File: src/rtl/pipeline_control_unit_if.sv
// Pipeline-to-control-unit bundle: stage request lines and interrupt inputs,
// plus the stall, PC-select and injected-instruction outputs.
interface pipeline_control_unit_if #(
    parameter int ADDR_WIDTH = 14,
    parameter int INST_WIDTH = 32,
    parameter int NUM_IRQ    = 4
);
    logic                             return_req;
    logic                             halt;
    logic                             fetch_stl_req;
    logic                             dec_stl_req;
    logic [NUM_IRQ-1:0]               irq;
    logic                             irq_enable;
    logic [NUM_IRQ*ADDR_WIDTH-1:0]    irq_vector_table;
    logic [NUM_IRQ-1:0]               irq_ack;
    logic                             stall_fetch;
    logic                             stall_decode;
    logic [2:0]                       prog_cntr_load_sel;
    logic                             inst_word_sel;
    logic [INST_WIDTH-1:0]            new_inst_word;
    logic [ADDR_WIDTH-1:0]            prog_cntr_int_addr;
    logic                             in_isr;
    logic [2:0]                       control_state;

    modport master (
        output return_req, halt, fetch_stl_req, dec_stl_req, irq, irq_enable, irq_vector_table,
        input  irq_ack, stall_fetch, stall_decode, prog_cntr_load_sel, inst_word_sel,
               new_inst_word, prog_cntr_int_addr, in_isr, control_state
    );

    modport slave (
        input  return_req, halt, fetch_stl_req, dec_stl_req, irq, irq_enable, irq_vector_table,
        output irq_ack, stall_fetch, stall_decode, prog_cntr_load_sel, inst_word_sel,
               new_inst_word, prog_cntr_int_addr, in_isr, control_state
    );
endinterface

File: src/rtl/pipeline_control_unit.sv
// Pipeline hazard/control FSM: halt, held stalls, prioritised non-nesting
// interrupt injection and a fixed-length return drain; Moore outputs.
module pipeline_control_unit #(
    parameter int ADDR_WIDTH = 14,
    parameter int INST_WIDTH = 32,
    parameter int NUM_IRQ    = 4,
    parameter int RET_DRAIN  = 3,
    parameter logic [INST_WIDTH-ADDR_WIDTH-1:0] INT_OPCODE = 18'h00042
) (
    input  logic                   clock,
    input  logic                   reset,
    pipeline_control_unit_if.slave bus
);
    localparam int IDX_W = (NUM_IRQ > 1) ? $clog2(NUM_IRQ) : 1;
    localparam int CNT_W = (RET_DRAIN > 1) ? $clog2(RET_DRAIN) : 1;
    localparam logic [CNT_W-1:0] CNT_LAST = CNT_W'(RET_DRAIN - 1);

    typedef enum logic [2:0] {
        S_NORMAL = 3'd0,
        S_HALT   = 3'd1,
        S_INT    = 3'd2,
        S_STL_F  = 3'd3,
        S_STL_D  = 3'd4,
        S_RET    = 3'd5,
        S_UNUSED = 3'd6,
        S_RET_F  = 3'd7
    } state_t;

    state_t                  state_q, state_d;
    logic [NUM_IRQ-1:0]      pending_q, pending_d;
    logic [NUM_IRQ-1:0]      irq_prev_q;
    logic                    in_isr_q, in_isr_d;
    logic [CNT_W-1:0]        cnt_q, cnt_d;
    logic [IDX_W-1:0]        line_q, line_d;
    logic [ADDR_WIDTH-1:0]   vec_q, vec_d;
    logic                    take_s;
    logic [IDX_W-1:0]        sel_s;
    logic [ADDR_WIDTH-1:0]   vec_sel_s;
    logic [NUM_IRQ-1:0]      ack_s;

    function automatic logic [IDX_W-1:0] lowest_idx(input logic [NUM_IRQ-1:0] v);
        logic [IDX_W-1:0] idx;
        idx = '0;
        for (int i = NUM_IRQ - 1; i >= 0; i--) begin
            if (v[i]) begin
                idx = IDX_W'(i);
            end
        end
        return idx;
    endfunction

    // Interrupt arbitration and pending-latch update (a new edge beats the ack)
    always_comb begin
        take_s    = bus.irq_enable & ~in_isr_q & (|pending_q);
        sel_s     = lowest_idx(pending_q);
        vec_sel_s = bus.irq_vector_table[int'(sel_s) * ADDR_WIDTH +: ADDR_WIDTH];
        ack_s     = (state_q == S_INT) ? (NUM_IRQ'(1) << line_q) : '0;
        pending_d = (pending_q & ~ack_s) | (bus.irq & ~irq_prev_q);
    end

    // Next-state, drain counter, ISR flag and vector capture
    always_comb begin
        state_d  = state_q;
        cnt_d    = cnt_q;
        in_isr_d = in_isr_q;
        case (state_q)
            S_NORMAL: begin
                if (bus.return_req) begin
                    state_d = (RET_DRAIN == 1) ? S_RET_F : S_RET;
                    cnt_d   = '0;
                end else if (bus.halt) begin
                    state_d = S_HALT;
                end else if (bus.fetch_stl_req) begin
                    state_d = S_STL_F;
                end else if (bus.dec_stl_req) begin
                    state_d = S_STL_D;
                end else if (take_s) begin
                    state_d = S_INT;
                end else begin
                    state_d = S_NORMAL;
                end
            end
            S_HALT:  state_d = take_s ? S_INT : S_HALT;
            S_INT: begin
                state_d  = S_NORMAL;
                in_isr_d = 1'b1;
            end
            S_STL_F: state_d = bus.fetch_stl_req ? S_STL_F : (take_s ? S_INT : S_NORMAL);
            S_STL_D: state_d = bus.dec_stl_req ? S_STL_D : (take_s ? S_INT : S_NORMAL);
            S_RET: begin
                cnt_d   = cnt_q + CNT_W'(1);
                state_d = (cnt_q == CNT_LAST - CNT_W'(1)) ? S_RET_F : S_RET;
            end
            S_RET_F: begin
                state_d  = S_NORMAL;
                cnt_d    = '0;
                in_isr_d = 1'b0;
            end
            default: state_d = S_NORMAL;
        endcase
        if (state_d == S_INT) begin
            line_d = sel_s;
            vec_d  = vec_sel_s;
        end else begin
            line_d = line_q;
            vec_d  = vec_q;
        end
    end

    // State and bookkeeping registers
    always_ff @(posedge clock) begin
        if (reset) begin
            state_q    <= S_NORMAL;
            pending_q  <= '0;
            irq_prev_q <= '0;
            in_isr_q   <= 1'b0;
            cnt_q      <= '0;
            line_q     <= '0;
            vec_q      <= '0;
        end else begin
            state_q    <= state_d;
            pending_q  <= pending_d;
            irq_prev_q <= bus.irq;
            in_isr_q   <= in_isr_d;
            cnt_q      <= cnt_d;
            line_q     <= line_d;
            vec_q      <= vec_d;
        end
    end

    // Moore output decode; the unused encoding falls through to NORMAL values
    always_comb begin
        bus.stall_fetch        = 1'b0;
        bus.stall_decode       = 1'b0;
        bus.prog_cntr_load_sel = 3'b001;
        bus.inst_word_sel      = 1'b0;
        bus.new_inst_word      = '0;
        bus.prog_cntr_int_addr = '0;
        bus.control_state      = (state_q == S_UNUSED) ? 3'd0 : state_q;
        case (state_q)
            S_HALT, S_STL_F, S_RET: begin
                bus.stall_fetch   = 1'b1;
                bus.inst_word_sel = 1'b1;
            end
            S_STL_D: begin
                bus.stall_fetch   = 1'b1;
                bus.stall_decode  = 1'b1;
                bus.inst_word_sel = 1'b1;
            end
            S_INT: begin
                bus.prog_cntr_load_sel = 3'b010;
                bus.inst_word_sel      = 1'b1;
                bus.new_inst_word      = {vec_q, INT_OPCODE};
                bus.prog_cntr_int_addr = vec_q;
            end
            S_RET_F: begin
                bus.stall_fetch        = 1'b1;
                bus.inst_word_sel      = 1'b1;
                bus.prog_cntr_load_sel = 3'b100;
            end
            default: bus.stall_fetch = 1'b0;
        endcase
    end

    assign bus.irq_ack = ack_s;
    assign bus.in_isr  = in_isr_q;

endmodule

File: src/flat_wrapper.sv
// flat-port wrapper written by rule: the top's interface ports become plain ports
module pipeline_control_unit_flat 
#(
    parameter int ADDR_WIDTH = 14,
    parameter int INST_WIDTH = 32,
    parameter int NUM_IRQ    = 4,
    parameter int RET_DRAIN  = 3,
    parameter logic [INST_WIDTH-ADDR_WIDTH-1:0] INT_OPCODE = 18'h00042
)
  (clock, reset, bus_return_req, bus_halt, bus_fetch_stl_req, bus_dec_stl_req, bus_irq, bus_irq_enable, bus_irq_vector_table, bus_irq_ack, bus_stall_fetch, bus_stall_decode, bus_prog_cntr_load_sel, bus_inst_word_sel, bus_new_inst_word, bus_prog_cntr_int_addr, bus_in_isr, bus_control_state);
  pipeline_control_unit_if #(.ADDR_WIDTH(ADDR_WIDTH), .INST_WIDTH(INST_WIDTH), .NUM_IRQ(NUM_IRQ)) bus_i ();
  input  logic clock;
  input  logic reset;
  input wire logic [$bits(bus_i.return_req)-1:0] bus_return_req;
  input wire logic [$bits(bus_i.halt)-1:0] bus_halt;
  input wire logic [$bits(bus_i.fetch_stl_req)-1:0] bus_fetch_stl_req;
  input wire logic [$bits(bus_i.dec_stl_req)-1:0] bus_dec_stl_req;
  input wire logic [$bits(bus_i.irq)-1:0] bus_irq;
  input wire logic [$bits(bus_i.irq_enable)-1:0] bus_irq_enable;
  input wire logic [$bits(bus_i.irq_vector_table)-1:0] bus_irq_vector_table;
  output wire logic [$bits(bus_i.irq_ack)-1:0] bus_irq_ack;
  output wire logic [$bits(bus_i.stall_fetch)-1:0] bus_stall_fetch;
  output wire logic [$bits(bus_i.stall_decode)-1:0] bus_stall_decode;
  output wire logic [$bits(bus_i.prog_cntr_load_sel)-1:0] bus_prog_cntr_load_sel;
  output wire logic [$bits(bus_i.inst_word_sel)-1:0] bus_inst_word_sel;
  output wire logic [$bits(bus_i.new_inst_word)-1:0] bus_new_inst_word;
  output wire logic [$bits(bus_i.prog_cntr_int_addr)-1:0] bus_prog_cntr_int_addr;
  output wire logic [$bits(bus_i.in_isr)-1:0] bus_in_isr;
  output wire logic [$bits(bus_i.control_state)-1:0] bus_control_state;
  assign bus_i.return_req = bus_return_req;
  assign bus_i.halt = bus_halt;
  assign bus_i.fetch_stl_req = bus_fetch_stl_req;
  assign bus_i.dec_stl_req = bus_dec_stl_req;
  assign bus_i.irq = bus_irq;
  assign bus_i.irq_enable = bus_irq_enable;
  assign bus_i.irq_vector_table = bus_irq_vector_table;
  assign bus_irq_ack = bus_i.irq_ack;
  assign bus_stall_fetch = bus_i.stall_fetch;
  assign bus_stall_decode = bus_i.stall_decode;
  assign bus_prog_cntr_load_sel = bus_i.prog_cntr_load_sel;
  assign bus_inst_word_sel = bus_i.inst_word_sel;
  assign bus_new_inst_word = bus_i.new_inst_word;
  assign bus_prog_cntr_int_addr = bus_i.prog_cntr_int_addr;
  assign bus_in_isr = bus_i.in_isr;
  assign bus_control_state = bus_i.control_state;
  pipeline_control_unit #(.ADDR_WIDTH(ADDR_WIDTH), .INST_WIDTH(INST_WIDTH), .NUM_IRQ(NUM_IRQ), .RET_DRAIN(RET_DRAIN), .INT_OPCODE(INT_OPCODE)) u_core (.clock(clock), .reset(reset), .bus(bus_i));
endmodule
File: config.mk
export PLATFORM = sky130hd
export DESIGN_NAME = pipeline_control_unit_flat
export DESIGN_NICKNAME = d
export VERILOG_FILES = /design/src/rtl/pipeline_control_unit_if.sv /design/src/rtl/pipeline_control_unit.sv /design/src/flat_wrapper.sv
export SDC_FILE = /design/constraint.sdc
export NUM_CORES = 1
export LEC_CHECK = 0
export BUFFER_PORTS_ARGS = -buffer_cell sky130_fd_sc_hd__buf_4
export CORE_MARGIN = 3
export CORE_UTILIZATION = 35
export DETAILED_ROUTE_END_ITERATION = 7
export HOLD_SLACK_MARGIN = 0.06
export PLACE_DENSITY_LB_ADDON = 0.12
export SLEW_MARGIN = 0
export SYNTH_ARGS = -nofsm -noshare
export SYNTH_HDL_FRONTEND = slang
export SYNTH_SLANG_ARGS = --single-unit
File: constraint.sdc
create_clock -name clock -period 2.4 [get_ports clock]
set_clock_uncertainty 0.2 [all_clocks]
set_input_delay 0.12 -clock clock [delete_from_list [all_inputs] [get_ports clock]]
set_output_delay 0.12 -clock clock [all_outputs]
set_load 0.03 [all_outputs]
==> metrics.txt <==
# TYPE chip_impl_metric gauge
chip_impl_metric{name="synth.cell_area",unit="µm²"} 2370
chip_impl_metric{name="synth-compound-area-share",unit="%"} 13.8
chip_impl_metric{name="detail_route.vias_per_cell",unit=""} 5.04
chip_impl_metric{name="max_slew.worst_pin.slew",unit="ps"} 764
chip_impl_metric{name="numCtsBuffers",unit=""} 5
chip_impl_metric{name="synth_warnings",unit=""} 0
chip_impl_metric{name="maximum_number_of_pins_on_one_net_before_global_route_repair",unit=""} 47
chip_impl_metric{name="grt_antenna_before_repair",unit=""} 0
chip_impl_info{name="dominant_combinational_cell_family_by_area_after_synthesis",value="simple AND/OR/NAND/NOR gates"} 1
chip_impl_info{name="cts_root_buf",value="sky130_fd_sc_hd__clkbuf_8"} 1
chip_impl_metric{name="numPortBuffers",unit=""} 110
chip_impl_metric{name="insertedDiodeCount",unit=""} 0
chip_impl_metric{name="globalRouteTotalUtil",unit="%"} 15.7
chip_impl_info{name="timing.hold.worst_endpoint",value="u_core.pending_q[3]"} 1
chip_impl_info{name="regToRegEndpoint",value="u_core.vec_q[13]"} 1
chip_impl_metric{name="hold_depth",unit=""} 2
chip_impl_metric{name="setup_total_negative_slack",unit="ps"} 0
chip_impl_metric{name="worst-endpoint-arrival",unit="ps"} 2320
chip_impl_metric{name="detail_route_antenna_nets",unit=""} 0
chip_impl_metric{name="crit_required",unit="ps"} 2420
chip_impl_metric{name="min_period",unit="ps"} 2300
chip_impl_metric{name="power.total",unit="mW"} 2.51
chip_impl_metric{name="max_freq",unit="MHz"} 435
chip_impl_metric{name="asyncSetResetFlopFracSynth",unit="%"} 0
chip_impl_metric{name="fin_cells",unit=""} 441
chip_impl_metric{name="synthMuxAreaShare",unit="%"} 14.2
chip_impl_metric{name="rows",unit=""} 29
chip_impl_metric{name="design.core.area",unit="µm²"} 6460
chip_impl_metric{name="area_growth_syn_to_layout",unit="%"} 44.3
chip_impl_metric{name="peakVddDrop",unit="mV"} 0.282
chip_impl_metric{name="grt_pass1_wl",unit="mm"} 9.71
chip_impl_info{name="worst_setup_path_start_kind",value="register"} 1
chip_impl_metric{name="hold_violations",unit=""} 0
chip_impl_info{name="worstSetupPathType",value="reg2reg"} 1
chip_impl_metric{name="slew_violations",unit=""} 0
chip_impl_metric{name="detail_route.drc_violations",unit=""} 0
chip_impl_metric{name="max-cap-violations",unit=""} 0
chip_impl_metric{name="die_area",unit="µm²"} 7810
chip_impl_metric{name="avgRoutedWirePerCell",unit="µm"} 14.7
chip_impl_metric{name="timing.reg2reg.setup_slack",unit="ps"} 100
chip_impl_info{name="end_kind",value="register"} 1
chip_impl_metric{name="synth_edf_count",unit=""} 0
chip_impl_info{name="hold_start",value="reset"} 1
chip_impl_metric{name="setup_viol",unit=""} 0
chip_impl_metric{name="synth_fa_ha_area_share",unit="%"} 0.527
chip_impl_metric{name="final_layout_size_suffix_gt1_share",unit="%"} 42.3
chip_impl_metric{name="worst_setup_hold_path_clk_slew",unit="ps"} 70
chip_impl_info{name="crit-reg2reg-launch",value="u_core.state_q[1]"} 1
chip_impl_metric{name="worst_rel_slew_slack",unit="%"} 48.7
chip_impl_info{name="run_status",value="finished, final reports clean"} 1
chip_impl_metric{name="post_synth_xor_area_fraction",unit="%"} 0
chip_impl_metric{name="detailedPlacementHpwl",unit="mm"} 4.52
chip_impl_metric{name="number_of_cells_produced_by_synthesis",unit=""} 262
chip_impl_metric{name="power.density",unit="nW/µm²"} 732
chip_impl_metric{name="dpl.cell_count",unit=""} 422
chip_impl_info{name="hold_path.class",value="in2reg"} 1
chip_impl_metric{name="ff2ff_path_depth",unit=""} 6
chip_impl_metric{name="gr-total-overflow",unit=""} 0
chip_impl_metric{name="place_congestion",unit=""} 0.879
chip_impl_metric{name="initial_utilization",unit="%"} 36.7
chip_impl_metric{name="vias",unit=""} 2223
chip_impl_metric{name="final.period_utilization",unit="%"} 95.7
chip_impl_metric{name="grt_pass1_vias",unit=""} 1952
chip_impl_metric{name="syn_avg_cell_area",unit="µm²"} 9.06
chip_impl_metric{name="synth_seq_area_share",unit="%"} 25.3
chip_impl_metric{name="postSynthRegisterBits",unit=""} 30
chip_impl_metric{name="yosys.cell_types.count",unit=""} 39
chip_impl_metric{name="floorplan.die.height",unit="µm"} 88.4
chip_impl_metric{name="htree_levels",unit=""} 2
chip_impl_metric{name="dr.pass1.iters",unit=""} 4
chip_impl_metric{name="fin_nets",unit=""} 431
chip_impl_info{name="tritoncts_clock_tree",value="done"} 1
chip_impl_metric{name="clock_insertion_delay_worst_skew",unit="ps"} 280
chip_impl_metric{name="die_width",unit="µm"} 88.4
chip_impl_info{name="synthFlopType",value="sky130_fd_sc_hd__dfxtp_1"} 1
chip_impl_metric{name="p_leak",unit="nW"} 1.64
chip_impl_metric{name="clockBufferDepth",unit=""} 2
chip_impl_metric{name="fraction_of_the_mapped_netlist_area_in_simple_logic_gates",unit="%"} 29.3
chip_impl_metric{name="postRouteWirelength",unit="mm"} 6.48
chip_impl_metric{name="hold_slack",unit="ps"} 71.1
chip_impl_metric{name="ios",unit=""} 127
chip_impl_metric{name="detail_route.iter0.violations",unit=""} 94
chip_impl_metric{name="clock_sink_count",unit=""} 30
chip_impl_metric{name="critPathMaxFanout",unit=""} 12
## cell usage in the layout (no fill, tap or decap), types with 3 or more instances in the layout
master                          Yosys  layout
sky130_fd_sc_hd__buf_4             33     118
sky130_fd_sc_hd__dfxtp_1           30      28
sky130_fd_sc_hd__o21ai_0           23      23
sky130_fd_sc_hd__nor2b_1           23      23
sky130_fd_sc_hd__nand2_1           21      21
sky130_fd_sc_hd__conb_1             1      16
sky130_fd_sc_hd__and3_1            15      15
sky130_fd_sc_hd__or4b_1            16      15
sky130_fd_sc_hd__nor2_1            14      14
sky130_fd_sc_hd__inv_1              9       9
sky130_fd_sc_hd__mux4_2             8       8
sky130_fd_sc_hd__dlygate4sd3_1      0       8
sky130_fd_sc_hd__a21oi_1            7       7
sky130_fd_sc_hd__nand2b_1           6       6
sky130_fd_sc_hd__mux4_1             6       6
sky130_fd_sc_hd__clkbuf_8           0       6
sky130_fd_sc_hd__a211oi_1           3       3
sky130_fd_sc_hd__o311ai_4           0       3
## kinds of logic after synthesis
kind of cell / Yosys count
simple gates: 110
buf+inv: 60
mux: 14
fa+ha+maj: 1
other cells: 1
compound gates: 46
flops: 30
## how the worst max path moves through the flow
stage / startpoint / end / slack [ps] / cells after the start
6_report: u_core.state_q[1] / u_core.vec_q[13] / 100 / 6
5_1_grt: u_core.state_q[1] / u_core.vec_q[13] / -0.05 / 6
4_1_cts: u_core.state_q[1] / u_core.vec_q[13] / 0.2 / 6
3_5_place_dp: u_core.pending_q[2] / u_core.vec_q[12] / 10 / 5
3_3_place_gp: u_core.state_q[1] / u_core.vec_q[12] / 60 / 6
2_1_floorplan: u_core.state_q[0] / u_core.pending_q[2] / 70 / 6
## stage by stage
step	util [%]	cell area [µm²]	setup slack [ps]
floorplan	-	2430	68.7
global placement	47.8	3090	55.5
detailed placement	47.8	3090	10.9
CTS	51.5	3330	0.198
global route	53.0	3430	-0.0508
finish	53.0	3430	102
## registers in the layout, indices dropped and copies added (netlist names)
| name | cells |
|---|---|
| u_core.vec_q | 14 |
| u_core.line_q | 2 |
| u_core.state_q | 3 |
| u_core.bus.in_isr | 1 |
| u_core.irq_prev_q | 4 |
| u_core.pending_q | 4 |
| u_core.cnt_q | 2 |
## layer usage
metal	track usage [%]	vias to the layer above	share of wire, %	routed length, µm
li1	-	1100	-	-
met1	21.5	1031	45	2920
met2	24.9	88	48	3090
met3	4.38	4	6.5	422
met4	2.75	0	0.65	42
met5	0	-	0	0
## cells in the mapped netlist (7+ instances only)
cell type                  instances  area (µm²)
sky130_fd_sc_hd__or4b_1           16         160
sky130_fd_sc_hd__mux4_2            8         180
sky130_fd_sc_hd__inv_1             9        33.8
sky130_fd_sc_hd__clkbuf_1          9        33.8
sky130_fd_sc_hd__buf_4            33         248
sky130_fd_sc_hd__nor2b_1          23         144
sky130_fd_sc_hd__o21ai_0          23         115
sky130_fd_sc_hd__and3_1           15        93.8
sky130_fd_sc_hd__dfxtp_1          30         601
sky130_fd_sc_hd__a21oi_1           7        35.0
sky130_fd_sc_hd__nor2_1           14        52.6
sky130_fd_sc_hd__nand2_1          21        78.8
## layout make-up
cell class / instances / area [µm²]
fillers: 612 / 3030
multi-input cells: 189 / 1540
repair buffers: 128 / 1010
flip-flops and latches: 30 / 603
well taps: 77 / 96.3
clock buffers: 6 / 82.6
clock inverters: 2 / 60.1
inverters: 9 / 33.8
## where the power goes
group / leakage [nW] / internal, mW / total [mW] / switching (mW)
clock network: 0.0714 / 0.443 / 0.633 / 0.190
registers: 0.246 / 0.559 / 0.626 / 0.0673
logic: 1.33 / 0.520 / 1.25 / 0.728
total: 1.64 / 1.52 / 2.51 / 0.985
## critical path: stages, from the launching register on
cell and delay, ps:
sky130_fd_sc_hd__dfxtp_2 360, sky130_fd_sc_hd__buf_4 190, sky130_fd_sc_hd__or3b_4 430, sky130_fd_sc_hd__o2bb2ai_4 230, sky130_fd_sc_hd__o311ai_4 190, sky130_fd_sc_hd__or4b_4 580, sky130_fd_sc_hd__nand2_1 60
## repair_timing
| item | CTS | global route |
|---|---|---|
| cloned | 1 | 1 |
| endpoints found under the hold margin | 11 | 1 |
| hold buffers | 7 | 1 |
| pin swaps | 1 | 4 |
| buffers inserted | 0 | 1 |
| setup endpoints to repair | 6 | 16 |
| gates resized for setup | 2 | 10 |
No activity file was read; power rests on OpenSTA's default activity.
